--- config.mk ---
export PLATFORM = sky130hd
export DESIGN_NAME = dual_port_ram_arb
export DESIGN_NICKNAME = d
export VERILOG_FILES = /design/src/rtl/dual_port_ram_arb.sv
export SDC_FILE = /design/constraint.sdc
export NUM_CORES = 2
export LEC_CHECK = 0
export CORE_ASPECT_RATIO = 1.75
export CORE_UTILIZATION = 50
export CTS_CLUSTER_DIAMETER = 40
export DETAILED_ROUTE_END_ITERATION = 7
export PLACE_DENSITY = 0.67
export SLEW_MARGIN = 0
export SYNTH_ARGS = -nofsm -noshare
export SYNTH_HDL_FRONTEND = slang
export SYNTH_SLANG_ARGS = --single-unit
--- constraint.sdc ---
create_clock -name clk -period 3.65 [get_ports clk]
set_input_delay 0.73 -clock clk [delete_from_list [all_inputs] [get_ports clk]]
set_output_delay 0.73 -clock clk [all_outputs]
set_load 0.03 [all_outputs]
--- src/rtl/dual_port_ram_arb.sv ---
// True dual-port RAM with per-byte write enables, selectable read latency,
// read-during-write mode and fixed-priority same-address write arbitration.
// A sweep after reset zeroes the array before any port request is honoured.

// Per-port read pipeline: READ_LATENCY stages of valid/data.
// Data is forced to 0 whenever no read was issued, so dout is 0 while
// valid is 0.
module dual_port_ram_arb_rdpipe #(
  parameter int DATA_WIDTH = 8,
  parameter int LATENCY    = 1
) (
  input  logic                  clk,
  input  logic                  rst,
  input  logic                  rd,
  input  logic [DATA_WIDTH-1:0] rdata,
  output logic [DATA_WIDTH-1:0] dout,
  output logic                  valid
);
  logic [LATENCY:1]                 vld_pipe;
  logic [LATENCY:1][DATA_WIDTH-1:0] dat_pipe;

  // Shift valid/data down the pipe; reset flushes everything in flight.
  always_ff @(posedge clk) begin
    if (rst) begin
      vld_pipe <= '0;
      dat_pipe <= '0;
    end else begin
      vld_pipe[1] <= rd;
      dat_pipe[1] <= rd ? rdata : '0;
      for (int k = 2; k <= LATENCY; k++) begin
        vld_pipe[k] <= vld_pipe[k-1];
        dat_pipe[k] <= dat_pipe[k-1];
      end
    end
  end

  assign valid = vld_pipe[LATENCY];
  assign dout  = dat_pipe[LATENCY];
endmodule

module dual_port_ram_arb #(
  parameter int DATA_WIDTH   = 8,
  parameter int ADDR_WIDTH   = 8,
  parameter int BYTE_WIDTH   = 8,
  parameter int READ_LATENCY = 1,
  parameter int RDW_MODE     = 0,
  parameter int PRIORITY     = 0
) (
  input  logic                             clk,
  input  logic                             rst,
  output logic                             init_done,
  output logic                             collision,
  input  logic                             cs0,
  input  logic                             we0,
  input  logic                             oe0,
  input  logic [DATA_WIDTH/BYTE_WIDTH-1:0] be0,
  input  logic [ADDR_WIDTH-1:0]            address0,
  input  logic [DATA_WIDTH-1:0]            din0,
  output logic [DATA_WIDTH-1:0]            dout0,
  output logic                             valid0,
  input  logic                             cs1,
  input  logic                             we1,
  input  logic                             oe1,
  input  logic [DATA_WIDTH/BYTE_WIDTH-1:0] be1,
  input  logic [ADDR_WIDTH-1:0]            address1,
  input  logic [DATA_WIDTH-1:0]            din1,
  output logic [DATA_WIDTH-1:0]            dout1,
  output logic                             valid1
);
  localparam int NUM_BYTES = DATA_WIDTH / BYTE_WIDTH;
  localparam int DEPTH     = 1 << ADDR_WIDTH;

  typedef enum logic {S_INIT = 1'b0, S_RUN = 1'b1} state_t;

  state_t                  state, state_nxt;
  logic [ADDR_WIDTH-1:0]   cnt, cnt_nxt;
  logic [DATA_WIDTH-1:0]   mem [DEPTH];

  logic                                 run;
  logic [1:0]                           cs, we, oe;
  logic [1:0][NUM_BYTES-1:0]            be;
  logic [1:0][ADDR_WIDTH-1:0]           addr;
  logic [1:0][DATA_WIDTH-1:0]           din;
  logic [1:0]                           rd_req, wr_req, wr_apply;
  logic [1:0][DATA_WIDTH-1:0]           old_word, merged, rdata, dout_v;
  logic [1:0]                           vld_v;
  logic                                 col_now;

  // Lane-wise merge of new data into the old word under byte enables.
  function automatic logic [DATA_WIDTH-1:0] merge(input logic [DATA_WIDTH-1:0] old,
                                                  input logic [DATA_WIDTH-1:0] nw,
                                                  input logic [NUM_BYTES-1:0]  ben);
    logic [DATA_WIDTH-1:0] r;
    r = old;
    for (int i = 0; i < NUM_BYTES; i++)
      if (ben[i]) r[i*BYTE_WIDTH +: BYTE_WIDTH] = nw[i*BYTE_WIDTH +: BYTE_WIDTH];
    return r;
  endfunction

  // State and sweep counter registers.
  always_ff @(posedge clk) begin
    if (rst) begin
      state <= S_INIT;
      cnt   <= '0;
    end else begin
      state <= state_nxt;
      cnt   <= cnt_nxt;
    end
  end

  // Sweep one word per cycle; leave INIT once the last address is written.
  always_comb begin
    state_nxt = state;
    cnt_nxt   = cnt;
    if (state == S_INIT) begin
      cnt_nxt = cnt + ADDR_WIDTH'(1);
      if (cnt == '1) state_nxt = S_RUN;
    end
  end

  assign run       = (state == S_RUN);
  assign init_done = run;

  assign cs   = {cs1, cs0};
  assign we   = {we1, we0};
  assign oe   = {oe1, oe0};
  assign be   = {be1, be0};
  assign addr = {address1, address0};
  assign din  = {din1, din0};

  // A collision only exists between two real writes; reads never count.
  assign col_now = wr_req[0] & wr_req[1] & (addr[0] == addr[1]);

  for (genvar p = 0; p < 2; p++) begin : g_port
    assign rd_req[p]   = run & cs[p] & oe[p];
    assign wr_req[p]   = run & cs[p] & we[p];
    // The losing port drops its whole write, even on disjoint lanes.
    assign wr_apply[p] = wr_req[p] & ~(col_now & (PRIORITY != p));
    assign old_word[p] = mem[addr[p]];
    assign merged[p]   = merge(old_word[p], din[p], be[p]);
    // Write-first only looks at this port's own write; the other port's
    // write to the same address is never visible in the same cycle.
    assign rdata[p]    = (RDW_MODE == 1 && wr_req[p]) ? merged[p] : old_word[p];

    dual_port_ram_arb_rdpipe #(
      .DATA_WIDTH (DATA_WIDTH),
      .LATENCY    (READ_LATENCY)
    ) u_rdpipe (
      .clk   (clk),
      .rst   (rst),
      .rd    (rd_req[p]),
      .rdata (rdata[p]),
      .dout  (dout_v[p]),
      .valid (vld_v[p])
    );
  end

  // Array write: zero sweep during INIT, arbitrated port writes in RUN.
  always_ff @(posedge clk) begin
    if (!rst) begin
      if (state == S_INIT) mem[cnt] <= '0;
      else
        for (int p = 0; p < 2; p++)
          if (wr_apply[p]) mem[addr[p]] <= merged[p];
    end
  end

  // Collision flag: one-cycle pulse one edge after the colliding request.
  always_ff @(posedge clk) begin
    if (rst) collision <= 1'b0;
    else     collision <= col_now;
  end

  assign dout0  = dout_v[0];
  assign valid0 = vld_v[0];
  assign dout1  = dout_v[1];
  assign valid1 = vld_v[1];
endmodule

# [Word level (Yosys, flattened, before mapping)]
# Memories as Yosys holds them, arrays and structs flattened.
# Cells that the tools add are included.
[classes] addsub=1 multipliers=0 n_div=0 magnitude_cmp=0 eq_ne=2 n_shift=0 n_mux=18 n_bitwise=12 reduce_logical=3
[ops] cell="8-bit 2-to-1 mux" n=4
[ops] cell="1-bit 2-to-1 mux" n=14
[ops] cell="1-bit bitwise AND" n=9
[ops] cell="8-bit by 1-bit adder with 8-bit output (second input constant)" n=1
[ops] cell="8-bit equality test" n=1
[ops] cell="8-bit equality test (second input constant)" n=1
[ops] cell="8-bit OR reduction" n=1
[ops] cell="2-bit OR reduction" n=2
[ops] cell="1-bit NOT" n=3
[totals] reg_bits=28 latchBits=0 mem_bits_rw=2048 mem_bits_ro=0 inputBits=42 output_inout_bits=20 word_cells=44 mem_count=1
[mem_list] name="mem" words=256 word_bits=8 rd=2 rd_clocked_by_memory_dff=0 wr=2 line_no="77" text="logic [DATA_WIDTH-1:0] mem [DEPTH];"

# [Logic depth before layout (Yosys ltp)]
[depth] depth_word=10 mapped_depth=17 ltp_nobuf=8

# [Cells and area by module]
# From an unflattened synthesis, not the netlist that was laid out.
[hier_totals] cells_unflattened=10205 area_unflattened_um2=124530.7
[by_module_without_submodules] module="dual_port_ram_arb" n_inst=1 cells_each=10169 area_each_um2=124017.7 seq_area_each_um2=61699.2
[by_module_without_submodules] module="dual_port_ram_arb_rdpipe" n_inst=2 cells_each=18 area_each_um2=256.5 seq_area_each_um2=180.2

# [Worst setup path after synthesis]
# OpenSTA, ideal clock, no wires.
[synth_path] kind="input port to flip-flop" start="input port address0[0]" end="memory mem[183][0], enable pin" setup_ns=0.384 arrival_time_ns=3.515 t_required_ns=3.266 setup_slack_ns=-0.249 cell_stages=16 path_buffers=9 path_cell_list="buf_2 -> buf_6 -> buf_4 -> buf_4 -> buf_6 -> buf_4 -> xor2_1 -> nor4_1 -> nand4_1 -> nand4_1 -> nor3_1 -> buf_2 -> buf_2 -> nand2_1 -> buf_2 -> o21ai_0"
[synth_rtl] element="start, declared" line_no="57" text="input logic [ADDR_WIDTH-1:0] address0,"
[synth_rtl] element="end, declared" line_no="77"

==> summary.txt <==
Logic synthesis
  • Syn Inst Count: 9784
  • Yosys reg bits: 2076
  • Synth Flop Type: edfxtp_1
  • Yosys warns: 0
  • Async SR Flop Fraction: 0%
  • Synthesized area: between 100000 and 150000 um^2
  • Syn_nets: between 9000 and 10000
  • Yosys cell types: 80
  • Syn avg cell area: roughly 12 um^2
  • Post-synth EDFFs: just over 2000
  • Seq/Total Area, Yosys: around half

CTS
  • CTS clk-pin slew, worst paths: 0.07 ns
  • Clock buffer depth: 4
  • Worst-Skew Late Latency: 0.96 ns
  • Num CTS Buffers: 238
  • TritonCTS clock tree: done
  • Clk sinks: just over 2000
  • CTS root buf: clkbuf_16
  • CTS HTree Levels: 4
  • CTS Hold Buffers Added: 0

STA
  • Max-slew headroom: a little under a third
  • Fin crit period: roughly 4.0 ns
  • Fmax: roughly 250 MHz
  • Part of the cycle the worst path needs: 110%
  • Count of final hold-check violations: 0
  • Worst slew pin tran: about 1 ns
  • Slack of the critical path: -0.375 ns
  • Slew Viols, Final: 0
  • Unrepaired setup endpoints after global routing: yes
  • Clock skew: between 0.06 and 0.07 ns
  • Final setup TNS: -244.25 ns
  • Final Setup Violations: about 1900
  • Hold WS: 0.492 ns

Routing
  • Routed Antenna Nets: 0
  • Post-route DRC: 0
  • DRT Pass-1 Iters: 6
  • Total wire length: 608000 um
  • Initial DRC count: roughly 16000
  • DR vias: roughly 100k
  • Routed len/inst: 41.7 um
  • Vias/cell: 7.16

Setup path
  • RR Endpoint: mem[70][5]
  • Worst-path maximum fanout: 15
  • Critical path launch point: address0[0]
  • Worst R2R Setup Slack: -0.30 ns
  • Critical path capture point: mem[70][5]
  • Critical path class: in2reg
  • Worst Reg-to-Reg Cells: 14
  • Crit path capture type: flip-flop
  • R2r startpoint: mem[183][5]
  • CP startpoint kind: input pin
  • WP data required: approximately 4.3 ns
  • Worst Path Arrival: about 4.7 ns

Global route
  • First-pass GRT wire length: 823000 um
  • Grt ovf: 0
  • Largest net degree at the start of global routing: about 120
  • Number of global-route vias before repair: 100369
  • GRT Total Usage: 49.0%
  • Antenna violations before repair: 77

Finish
  • Final design utilization: about 64%
  • Commonest non-fill, non-tap cell in the layout: edfxtp_1
  • Fin nets: around 11000
  • Commonest non-fill, non-tap cells in the layout: 2048 x edfxtp_1, 1567 x buf_4, 1558 x nor2_1, 1314 x a21oi_1, 1069 x mux4_2
  • Area Growth Syn to Fin: 27.9%
  • Layout cell share with drive strength beyond 1: between 30% and 40%
  • Fillers: approximately 18000

Power
  • Power Density: 370 nW/um^2
  • Clk network pwr share: 44.7%
  • IR drop worst, VDD: ~0.45 mV
  • Internal: ~43 mW
  • Leakage: around 65 nW
  • Gate power share: about a tenth
  • Psw: ~15 mW
  • Pwr Total: 57.8 mW
  • Switching fraction of total power: between 20% and 30%
  • Share of power burned in registers: between 40 and 50%

Status
  • Violated checks: negative setup slack
  • Status: complete, but fails checks

Die
  • DIE HEIGHT: approximately 660 um
  • Row count: between 200 and 250
  • I/O pins: 62
  • Die Wd: 376 um
  • Die area: ~250000 um^2
  • Core footprint: about 240000 um^2
  • Initial Util: between 50% and 60%

Place
  • IO Port Bufs: slightly above 60
  • Dpl ws: -1.82 ns
  • Detailed placement HPWL: between 400000 and 500000 um
  • Gpl congestion: around 1.1

Run
  • Maxcap violations: 0

Min path
  • Worst hold path class: in2reg
==> layer usage <==
layer  global-route usage [%]  share of wire, %  routed length [um]
met1                     55.3                31              187000
met3                     14.3                13               76400
met2                     73.8                44              270000
met4                     47.1                12               74800
met5                        0             0.075                 458
==> Yosys cell counts (31+ instances only) <==
cell type	number	area share, %
buf_1	66	0.20
nand2_1	510	1.6
mux4_2	1069	20
a221oi_1	31	0.22
buf_4	105	0.65
a22oi_1	77	0.47
nor2_1	1562	4.8
a31oi_1	294	1.5
buf_2	658	2.7
nand3_1	76	0.31
edfxtp_1	2048	50
mux2i_1	717	5.9
a21oi_1	1451	5.9
clkbuf_1	329	1.0
o21ai_0	299	1.2
o22ai_1	36	0.18
==> kinds of logic after synthesis <==
group | synth area share (%)
multiplexers | 25.9
flip-flops | 50.8
buffers and inverters | 4.88
adder cells (fa/ha/maj) | 0.0102
AND/OR/NAND/NOR | 7.72
AO/OA/AOI/OAI | 10.6
XOR/XNOR | 0.108
==> final cells by class <==
type,count,area [um^2],area share (%)
Inverter,18,86.3,0.0553
Clock buffer,272,6180,3.96
Timing Repair Buffer,2266,25200,16.2
Tap cell,3253,4070,2.61
Multi-Input combinational cell,6503,56300,36.1
Clock inverter,163,2070,1.33
Antenna cell,36,90.1,0.0577
Sequential cell,2076,62100,39.8
==> sequential cells by signal (all words and copies together), names as in the netlist <==
name and count:
cnt 8, g_port.u_rdpipe.dout 16, init_done 1, mem 2048
g_port.u_rdpipe.valid 2, collision 1
==> timing repair <==
| item | CTS | global route |
|---|---|---|
| endpoints found under the setup margin | 2041 | 2061 |
| endpoints found under the hold margin | 0 | 0 |
| gates cloned | 24 | 2 |
| setup buffers | 54 | 12 |
| gates resized for setup | 251 | 62 |
| pin swaps | 8 | 8 |
==> critical path, cell delays in order <==
cell      delay [ns]
buf_16          0.18
buf_16          0.22
buf_4           0.37
mux4_2          0.57
mux2i_1         0.35
buf_4           0.26
a221o_1         0.18
a211oi_1        0.07
a211oi_4        0.47
buf_6           0.18
nor3_4          0.04
a31oi_4         0.22
buf_12          0.19
buf_16          0.18
buf_12          0.15
buf_12          0.13
a21oi_1         0.07
==> how the worst min path moves through the flow <==
stage	from	endpoint	slack, ns	cells past startpoint
6_report	we1	collision	0.49	5
5_1_grt	we1	collision	0.54	5
4_1_cts	we1	collision	0.47	5
3_5_place_dp	cnt[0]	cnt[0]	0.69	2
3_3_place_gp	cnt[1]	cnt[1]	0.66	2
2_1_floorplan	cnt[1]	cnt[1]	0.53	2
==> through the flow <==
| step | area, um^2 | cells |
|---|---|---|
| after floorplan | 123000 | 9784 |
| after global placement | 145000 | 14025 |
| after detailed placement | 145000 | 14025 |
| after CTS | 156000 | 14538 |
| after global routing | 156000 | 14556 |
| final | 156000 | 14587 |
==> power groups by stage <==
stage	Sequential, mW	Combinational, mW	Clock, mW
2_1_floorplan	26.3	2.50	0
6_report	25.8	6.18	25.8
4_1_cts	25.8	5.84	25.7
3_3_place_gp	26.3	5.71	0
3_5_place_dp	26.3	5.74	0
5_1_grt	25.8	6.09	26.5
Note: power is estimated with default switching activity, not from simulation.
